### src/rtl/rstmgr_pkg.sv
// Shared types for the reset sequencer: FSM states and reset-cause encoding.
package rstmgr_pkg;

  typedef enum logic [1:0] {
    HOLD      = 2'd0,
    STRETCH   = 2'd1,
    CORE_WAIT = 2'd2,
    RUN       = 2'd3
  } rstmgr_state_e;

  typedef enum logic [1:0] {
    RST_CAUSE_EXT = 2'b01,
    RST_CAUSE_SW  = 2'b10
  } rst_cause_e;

endpackage

### src/rtl/rstmgr_seq_if.sv
// Software reset handshake, domain reset outputs and debug state of rstmgr_seq.
interface rstmgr_seq_if;
  import rstmgr_pkg::*;

  // sw_rst_req_i is a level request sampled on clk_i; it is accepted only in RUN,
  // where sw_rst_ack_o pulses high for the one cycle after the accepting edge.
  // The requester drops the request after seeing the ack, otherwise it is
  // accepted again the next time RUN is entered.
  logic          sw_rst_req_i;
  logic          sw_rst_ack_o;
  logic          rst_periph_no;
  logic          rst_core_no;
  logic [1:0]    rst_cause_o;
  logic          rst_active_o;
  rstmgr_state_e state_dbg;

  modport slave (
    input  sw_rst_req_i,
    output sw_rst_ack_o,
    output rst_periph_no,
    output rst_core_no,
    output rst_cause_o,
    output rst_active_o,
    output state_dbg
  );

  modport master (
    output sw_rst_req_i,
    input  sw_rst_ack_o,
    input  rst_periph_no,
    input  rst_core_no,
    input  rst_cause_o,
    input  rst_active_o,
    input  state_dbg
  );

endinterface

### src/rtl/rstmgr_sync.sv
// Async-assert / sync-deassert flop chain; reusable for any reset domain.
module rstmgr_sync #(
  parameter int SyncStages = 2
) (
  input  logic clk_i,
  input  logic rst_ni,
  output logic rst_sync_o
);

  (* async_reg = "true" *) logic [SyncStages-1:0] sync_q;

  always_ff @(posedge clk_i or negedge rst_ni) begin
    if (!rst_ni) begin
      sync_q <= '0;
    end else begin
      sync_q <= {sync_q[SyncStages-2:0], 1'b1};
    end
  end

  assign rst_sync_o = sync_q[SyncStages-1];

endmodule

### src/rtl/rstmgr_seq.sv
// Reset sequencer: releases peripheral then core reset with stretched,
// synchronised deassertion, and handles software-requested resets.
module rstmgr_seq
  import rstmgr_pkg::*;
#(
  parameter int SyncStages      = 2,
  parameter int StretchCycles   = 16,
  parameter int CoreDelayCycles = 8
) (
  input  logic        clk_i,
  input  logic        rst_ni,
  rstmgr_seq_if.slave rst_if
);

  localparam int MaxCycles = (StretchCycles > CoreDelayCycles) ? StretchCycles : CoreDelayCycles;
  localparam int CntW      = $clog2(MaxCycles) + 1;
  localparam logic [CntW-1:0] StretchLast = CntW'(StretchCycles - 1);
  localparam logic [CntW-1:0] CoreLast    = CntW'(CoreDelayCycles - 1);

  logic          rst_sync;
  rstmgr_state_e state_q, state_d;
  logic [CntW-1:0] cnt_q, cnt_d;
  logic          periph_q, periph_d;
  logic          core_q, core_d;
  logic          ack_q, ack_d;
  logic          active_q, active_d;
  rst_cause_e    cause_q, cause_d;

  (* keep = "true", dont_touch = "true", keep_hierarchy = "yes" *)
  rstmgr_sync #(
    .SyncStages(SyncStages)
  ) u_sync (
    .clk_i      (clk_i),
    .rst_ni     (rst_ni),
    .rst_sync_o (rst_sync)
  );

  always_ff @(posedge clk_i or negedge rst_ni) begin
    if (!rst_ni) begin
      state_q  <= HOLD;
      cnt_q    <= '0;
      periph_q <= 1'b0;
      core_q   <= 1'b0;
      ack_q    <= 1'b0;
      active_q <= 1'b1;
      cause_q  <= RST_CAUSE_EXT;
    end else begin
      state_q  <= state_d;
      cnt_q    <= cnt_d;
      periph_q <= periph_d;
      core_q   <= core_d;
      ack_q    <= ack_d;
      active_q <= active_d;
      cause_q  <= cause_d;
    end
  end

  always_comb begin
    state_d  = state_q;
    cnt_d    = cnt_q;
    periph_d = periph_q;
    core_d   = core_q;
    ack_d    = 1'b0;
    cause_d  = cause_q;
    unique case (state_q)
      HOLD: begin
        cnt_d = '0;
        // The edge that first sees rst_sync high is already the first stretch
        // cycle, so the stretch is measured from the synchronised release.
        if (rst_sync) begin
          if (StretchCycles == 1) begin
            periph_d = 1'b1;
            state_d  = CORE_WAIT;
          end else begin
            cnt_d   = CntW'(1);
            state_d = STRETCH;
          end
        end
      end
      STRETCH: begin
        if (cnt_q == StretchLast) begin
          periph_d = 1'b1;
          cnt_d    = '0;
          state_d  = CORE_WAIT;
        end else begin
          cnt_d = cnt_q + CntW'(1);
        end
      end
      CORE_WAIT: begin
        if (cnt_q == CoreLast) begin
          core_d  = 1'b1;
          cnt_d   = '0;
          state_d = RUN;
        end else begin
          cnt_d = cnt_q + CntW'(1);
        end
      end
      RUN: begin
        if (rst_if.sw_rst_req_i) begin
          periph_d = 1'b0;
          core_d   = 1'b0;
          ack_d    = 1'b1;
          cause_d  = RST_CAUSE_SW;
          cnt_d    = '0;
          state_d  = STRETCH;
        end
      end
      default: state_d = HOLD;
    endcase
    active_d = !(periph_d && core_d);
  end

  assign rst_if.rst_periph_no = periph_q;
  assign rst_if.rst_core_no   = core_q;
  assign rst_if.sw_rst_ack_o  = ack_q;
  assign rst_if.rst_active_o  = active_q;
  assign rst_if.rst_cause_o   = cause_q;
  assign rst_if.state_dbg     = state_q;

endmodule

### src/flat_wrapper.sv
// flat-port wrapper written by rule: the top's interface ports become plain ports
module rstmgr_seq_flat import rstmgr_pkg::*;
#(
  parameter int SyncStages      = 2,
  parameter int StretchCycles   = 16,
  parameter int CoreDelayCycles = 8
)
  (clk_i, rst_ni, rst_if_sw_rst_req_i, rst_if_sw_rst_ack_o, rst_if_rst_periph_no, rst_if_rst_core_no, rst_if_rst_cause_o, rst_if_rst_active_o, rst_if_state_dbg);
  rstmgr_seq_if rst_if_i ();
  input  logic clk_i;
  input  logic rst_ni;
  input wire logic [$bits(rst_if_i.sw_rst_req_i)-1:0] rst_if_sw_rst_req_i;
  output wire logic [$bits(rst_if_i.sw_rst_ack_o)-1:0] rst_if_sw_rst_ack_o;
  output wire logic [$bits(rst_if_i.rst_periph_no)-1:0] rst_if_rst_periph_no;
  output wire logic [$bits(rst_if_i.rst_core_no)-1:0] rst_if_rst_core_no;
  output wire logic [$bits(rst_if_i.rst_cause_o)-1:0] rst_if_rst_cause_o;
  output wire logic [$bits(rst_if_i.rst_active_o)-1:0] rst_if_rst_active_o;
  output wire logic [$bits(rst_if_i.state_dbg)-1:0] rst_if_state_dbg;
  assign rst_if_i.sw_rst_req_i = rst_if_sw_rst_req_i;
  assign rst_if_sw_rst_ack_o = rst_if_i.sw_rst_ack_o;
  assign rst_if_rst_periph_no = rst_if_i.rst_periph_no;
  assign rst_if_rst_core_no = rst_if_i.rst_core_no;
  assign rst_if_rst_cause_o = rst_if_i.rst_cause_o;
  assign rst_if_rst_active_o = rst_if_i.rst_active_o;
  assign rst_if_state_dbg = rst_if_i.state_dbg;
  rstmgr_seq #(.SyncStages(SyncStages), .StretchCycles(StretchCycles), .CoreDelayCycles(CoreDelayCycles)) u_core (.clk_i(clk_i), .rst_ni(rst_ni), .rst_if(rst_if_i));
endmodule
### config.mk
export PLATFORM = sky130hd
export DESIGN_NAME = rstmgr_seq_flat
export DESIGN_NICKNAME = d
export VERILOG_FILES = /design/src/rtl/rstmgr_pkg.sv /design/src/rtl/rstmgr_seq_if.sv /design/src/rtl/rstmgr_sync.sv /design/src/rtl/rstmgr_seq.sv /design/src/flat_wrapper.sv
export SDC_FILE = /design/constraint.sdc
export NUM_CORES = 1
export LEC_CHECK = 0
export ABC_AREA = 1
export ABC_CLOCK_PERIOD_IN_PS = 4300
export BUFFER_PORTS_ARGS = -buffer_cell sky130_fd_sc_hd__clkbuf_2
export CORE_MARGIN = 2
export CORE_UTILIZATION = 40
export CTS_CLUSTER_DIAMETER = 40
export DETAILED_ROUTE_END_ITERATION = 7
export GPL_TIMING_DRIVEN = 0
export PLACE_DENSITY = 0.62
export SETUP_SLACK_MARGIN = 0.3
export SYNTH_ARGS = -nofsm -noshare
export SYNTH_HDL_FRONTEND = slang
export SYNTH_HIERARCHICAL = 1
export SYNTH_SLANG_ARGS = --single-unit
### constraint.sdc
create_clock -name clk_i -period 4.3 [get_ports clk_i]
set_clock_uncertainty 0.15 [all_clocks]
set_input_delay 0.645 -clock clk_i [delete_from_list [all_inputs] [get_ports clk_i]]
set_output_delay 0.645 -clock clk_i [all_outputs]
set_load 0.02 [all_outputs]
# [Word level (Yosys, flattened, before mapping)]
# Index checks and enable logic that the tools add are counted.
[totals] ff_bits=15 word_cells=41
[classes] add_sub_neg=1 n_eq_ne=9 n_mux=18 n_reduce_logical=5
[ops] cell="$pmux W5 S4" n=1
[ops] cell="$mux W5" n=3
[ops] cell="$mux W2" n=4
[ops] cell="$pmux W2 S4" n=1
[ops] cell="$mux W1" n=7
[ops] cell="$add A5 B1 Y5 const B" n=1
[ops] cell="$eq A5 B3 Y1 const B" n=1
[ops] cell="$eq A5 B4 Y1 const B" n=1
[ops] cell="$eq A2 B2 Y1 const B" n=2
[ops] cell="$ne A2 B1 Y1 const B" n=2
[ops] cell="$ne A2 B2 Y1 const B" n=2
[ops] cell="$pmux W1 S2" n=2
[ops] cell="$reduce_and A4 Y1" n=1
[ops] cell="$eq A2 B1 Y1 const B" n=1
[ops] cell="$logic_not A2 Y1" n=1
[ops] cell="$reduce_and A2 Y1" n=1
[ops] cell="$logic_and A1 B1 Y1" n=1
[ops] cell="$logic_not A1 Y1" n=1

# [Longest topological paths before layout]
[logic_depth] ltp_word=5 depth_mapped=10

# [Modules after synthesis]
# The synthesis kept the hierarchy.
[by_module_without_submodules] module="rstmgr_seq" instances=1 cells_per_inst=88 area_each_um2=745.7 seq_area_each_um2=327.8
[by_module_without_submodules] module="rstmgr_sync" instances=1 cells_per_inst=3 area_each_um2=53.8 seq_area_each_um2=50.0

# [Worst setup path before layout]
# OpenSTA, ideal clock, no wires.
[synth_path] path_type="reg-to-reg" startpoint="reg u_core.cnt_q[0]" endpoint="reg u_core.state_q[0], in the netlist u_core/rst_if.state_dbg[0]" arrival_ns=1.307 required_time_ns=4.033 slack_ns=2.726 path_stages_with_launch=11 n_path_buf=0 cell_sequence="dfrtp_1 > ha_1 > nand2_2 > nor2_1 > ha_1 > inv_1 > nand2_1 > nand2_4 > clkinv_2 > nand3_1 > nand2_1"
[synth_via] elab_chain_len=3 elab_cells_between_ends=5 classes_between="eq/ne: 4; reduce/logical: 1"
[synth_lines] element="from (decl)" line="rstmgr_seq.sv:22" text="logic [CntW-1:0] cnt_q, cnt_d;"
[synth_lines] element="from (signal assigned)" line="rstmgr_seq.sv:49" text="cnt_q <= cnt_d;"
[synth_lines] element="$eq A5 B3 Y1 / $eq A5 B4 Y1 (equally long branches)" line="rstmgr_seq.sv:90, rstmgr_seq.sv:81"
[synth_lines] element="$ne A2 B1 Y1 (no source line)"
[synth_lines] element="$reduce_and A4 Y1 (no source line) *"
[synth_lines] element="to (signal assigned)" line="rstmgr_seq.sv:48" text="state_q <= state_d;"
[synth_lines] element="to (decl)" line="rstmgr_seq.sv:21" text="rstmgr_state_e state_q, state_d;"
# Every way passes the cells marked *; elsewhere a longest branch is shown, timed or not.
# A chain may end at the register's enable or synchronous reset.

# [Worst setup path in the final report]
[layout_path] startpoint="reg u_core.cause_q[0], in the netlist u_core/rst_if.rst_cause_o[0]" endpoint="out rst_if_rst_cause_o[0]"
[layout_rtl] element="from (decl)" line="rstmgr_seq.sv:27" text="rst_cause_e cause_q, cause_d;"
[layout_rtl] element="from (signal assigned)" line="rstmgr_seq.sv:54" text="cause_q <= cause_d;"
[layout_rtl] element="to (decl)" line="flat_wrapper.sv:16" text="output wire logic [$bits(rst_if_i.rst_cause_o)-1:0] rst_if_rst_cause_o;"
# No word-level cell between the ends.

==> flow_summary_export.csv <==
group,metric,value,unit
synth,mappedNetlistArea,800,sq um
power,pleak,0.490,nW
sta,post-route-period-util,0.415,
grt,initial_antenna_violation_count,0,
placement,dp_hpwl,1080,um
sta,report.final.hold_viol_count,0,
die,io_pins,11,
grt,grtUsageTotal,0.132,
sta,setup_viol,0,
setup_path,r2r-end,"u_core/cnt_q[2]",
synth,synthesis.instances,91,
detailed_routing,detail_route.drc_violations,0,
setup_path,stages_on_the_worst_setup_path,1,
layout,syn_to_final_growth,13.8,%
setup_path,max_stage_delay,0.54,ns
detailed_routing,wire_length_per_cell,10.4,um
setup_path,critical-path-top-delay-family,"flip-flops",
synth,synth.yosys.seq_area_share,0.473,
setup_path,critical_path.startpoint,"u_core/rst_if.rst_cause_o[0]",
layout,nNetsFinal,117,
sta,unrepaired_setup_endpoints_after_global_routing,"no",
sta,achievable-frequency,561,MHz
clock_network,cts.clk_slew.worst_paths,0.09,ns
sta,fin_hold_ws,0.0974,ns
synth,synth.distinct_cells,18,
setup_path,cp.required,3.50,ns
setup_path,setup.worst_path.start_class,"register",
placement,place.gp.congestion,0.790,
setup_path,rr_startpoint,"u_core/cnt_q[0]",
setup_path,regToRegSetupSlack,2.56,ns
detailed_routing,route.detailed.vias_per_inst,4.67,
detailed_routing,met1Wirelength,668,um
detailed_routing,drt_initial_violations,10,
clock_network,cts-hold-fix-buffers,0,
detailed_routing,drt.antenna.violating_nets,0,
layout,antenna-diode-count,0,
hold_path,hp-class,"primary input to async pin",
detailed_routing,1st_pass_router_iterations,4,
clock_network,numCtsBuffers,3,
setup_path,worst_ep_arrival_time,0.99,ns
detailed_routing,routed_wl,1380,um
detailed_routing,route.met2.wl,619,um
sta,maxSlewViolCount,0,
grt,first_pass_grt_wire_length,2280,um
die,placeableCoreArea,1920,sq um
clock_network,clk_path_buf_depth,2,
setup_path,critical_path.n_buffers_inverters,1,
setup_path,cp_cell_sequence,"clkbuf_2",
power,power_total,552,uW
clock_network,ctsRootBufferMaster,"clkbuf_4",
placement,numPortBuffers,10,
power,power_density,607,nW/um^2
layout,final_standard_cell_area_without_fillers,910,sq um
sta,period_needed,1.78,ns
setup_path,path_class,"register to output pin",
clock_network,cts_post_setup_buffers_inserted,0,
layout,layout.filler_cells,202,
sta,finalSetupTns,0,ns
die,die-area,2370,sq um
die,die_w,48.7,um
layout,drive_above_1_share,0.238,
setup_path,cp-end-kind,"output pin",
setup_path,critical_path.max_fanout,2,
die,vertical_die_dimension,48.7,um
die,floorplan.rows,16,
placement,post_dp_cell_area,883,sq um
setup_path,critical-path-slowest-cell,"dfstp_2",
power,power.ir.vdd_worst,397,uV
die,floorplan.initialDensity,0.416,
job,max-cap-violations,0,
grt,number_of_global_route_vias_before_repair,544,
grt,maximum_number_of_pins_on_one_net_before_global_route_repair,16,
synth,yosys_reg_bits,15,
detailed_routing,dr_wl_met3,39,um
synth,number_of_warnings_reported_in_the_yosys_synthesis_log,6,
synth,synth.avg_cell_area,8.79,sq um
setup_path,critical_path.endpoint,"rst_if_rst_cause_o[0]",
clock_network,cts_sinks,15,
clock_network,htreeDepth,1,
synth,syn_nets,102,
detailed_routing,top_layer,"met4",
clock_network,tritoncts,"yes",
setup_path,ff2ff_path_depth,9,
layout,final-instance-count-excl-fill,132,
placement,place_inst,128,
clock_network,post_cts_resized,0,
detailed_routing,route.vias.total,616,
run_status,run_status,"finished, final reports clean",
grt,global_route.overflow_total,0,
clock_network,worstSkewPairLatency,0.29,ns
[state kept, by name, indices dropped and copies added, names as in the netlist]
register / cells
u_core/cnt_q: 5
u_core/rst_if.rst_cause_o: 2
u_core/rst_if.state_dbg: 2
u_core/u_sync/sync_q: 2
u_core/rst_if.rst_active_o: 1
u_core/rst_if.rst_core_no: 1
u_core/rst_if.rst_periph_no: 1
u_core/rst_if.sw_rst_ack_o: 1
[metal layers]
metal / vias up / GRT usage
li1: 306 / -
met1: 294 / 0.164
met2: 11 / 0.187
met3: 5 / 0.0370
met4: 0 / 0.114
met5: - / 0
[layout make-up]
class,count,area [sq um],share of cell area
tap,27,33.8,0.0371
clock buffer,4,26.3,0.0289
inverter,18,68.8,0.0757
timing repair buffer,10,50.0,0.0550
multi-input combinational,58,353,0.388
sequential,15,378,0.415
[cell families after synthesis]
family                   count (synthesis)  share of synthesized area
AO/OA/AOI/OAI                            7                     0.0438
flip-flops                              15                      0.473
XOR/XNOR                                 1                     0.0110
AND/OR/NAND/NOR                         41                      0.257
buffers and inverters                   18                     0.0861
other                                    1                    0.00469
adder cells (fa/ha/maj)                  8                      0.125
[synthesized netlist by cell type (all sizes together)]
master  count  share of area
a21oi       2          0.013
clkinv      1         0.0063
conb        1         0.0047
dfrtp      13           0.41
dfstp       2          0.066
ha          8           0.13
inv        17          0.080
nand2      25           0.16
nand3      11          0.069
nor2        4          0.022
o21ai       5          0.031
or2         1         0.0078
xor2        1          0.011
[power by group]
group | internal [mW] | switching [mW]
Combinational | 0.0903 | 0.171
Sequential | 0.180 | 0.0298
Clock | 0.0361 | 0.0449
[how the worst min path moves through the flow]
stage / startpoint / endpoint / slack [ns] / cells past startpoint
after CTS: rst_ni / u_core/u_sync/sync_q[0] / 0.11 / 1
final: rst_ni / u_core/u_sync/sync_q[0] / 0.1 / 1
after floorplan: u_core/u_sync/sync_q[0] / u_core/u_sync/sync_q[1] / 0.18 / 0
after global routing: rst_ni / u_core/u_sync/sync_q[0] / 0.11 / 1
after detailed placement: u_core/u_sync/sync_q[0] / u_core/u_sync/sync_q[1] / 0.19 / 0
after global placement: u_core/u_sync/sync_q[0] / u_core/u_sync/sync_q[1] / 0.18 / 0
[metrics by stage]
| step | setup WS (ns) | utilization |
|---|---|---|
| 5_1_grt | 2.45 | 0.473 |
| 3_3_place_gp | 2.61 | 0.460 |
| 4_1_cts | 2.51 | 0.473 |
| 3_5_place_dp | 2.57 | 0.460 |
| 2_1_floorplan | 2.73 | - |
| 6_report | 2.52 | 0.473 |
[layout by cell type, fill, tap and decap left out]
master,count
ha_1,8
clkbuf_1,1
nand2_2,1
conb_1,1
nor2_2,1
a21oi_1,2
nor2_1,3
or2_2,1
inv_1,15
nand3_1,11
dfrtp_1,13
nand2_4,4
o21ai_0,3
nand2_1,20
clkbuf_2,10
o21ai_1,2
dfstp_2,2
clkbuf_4,3
clkinv_2,1
inv_2,2
xor2_1,1
Power figures use the tool's default switching activity.
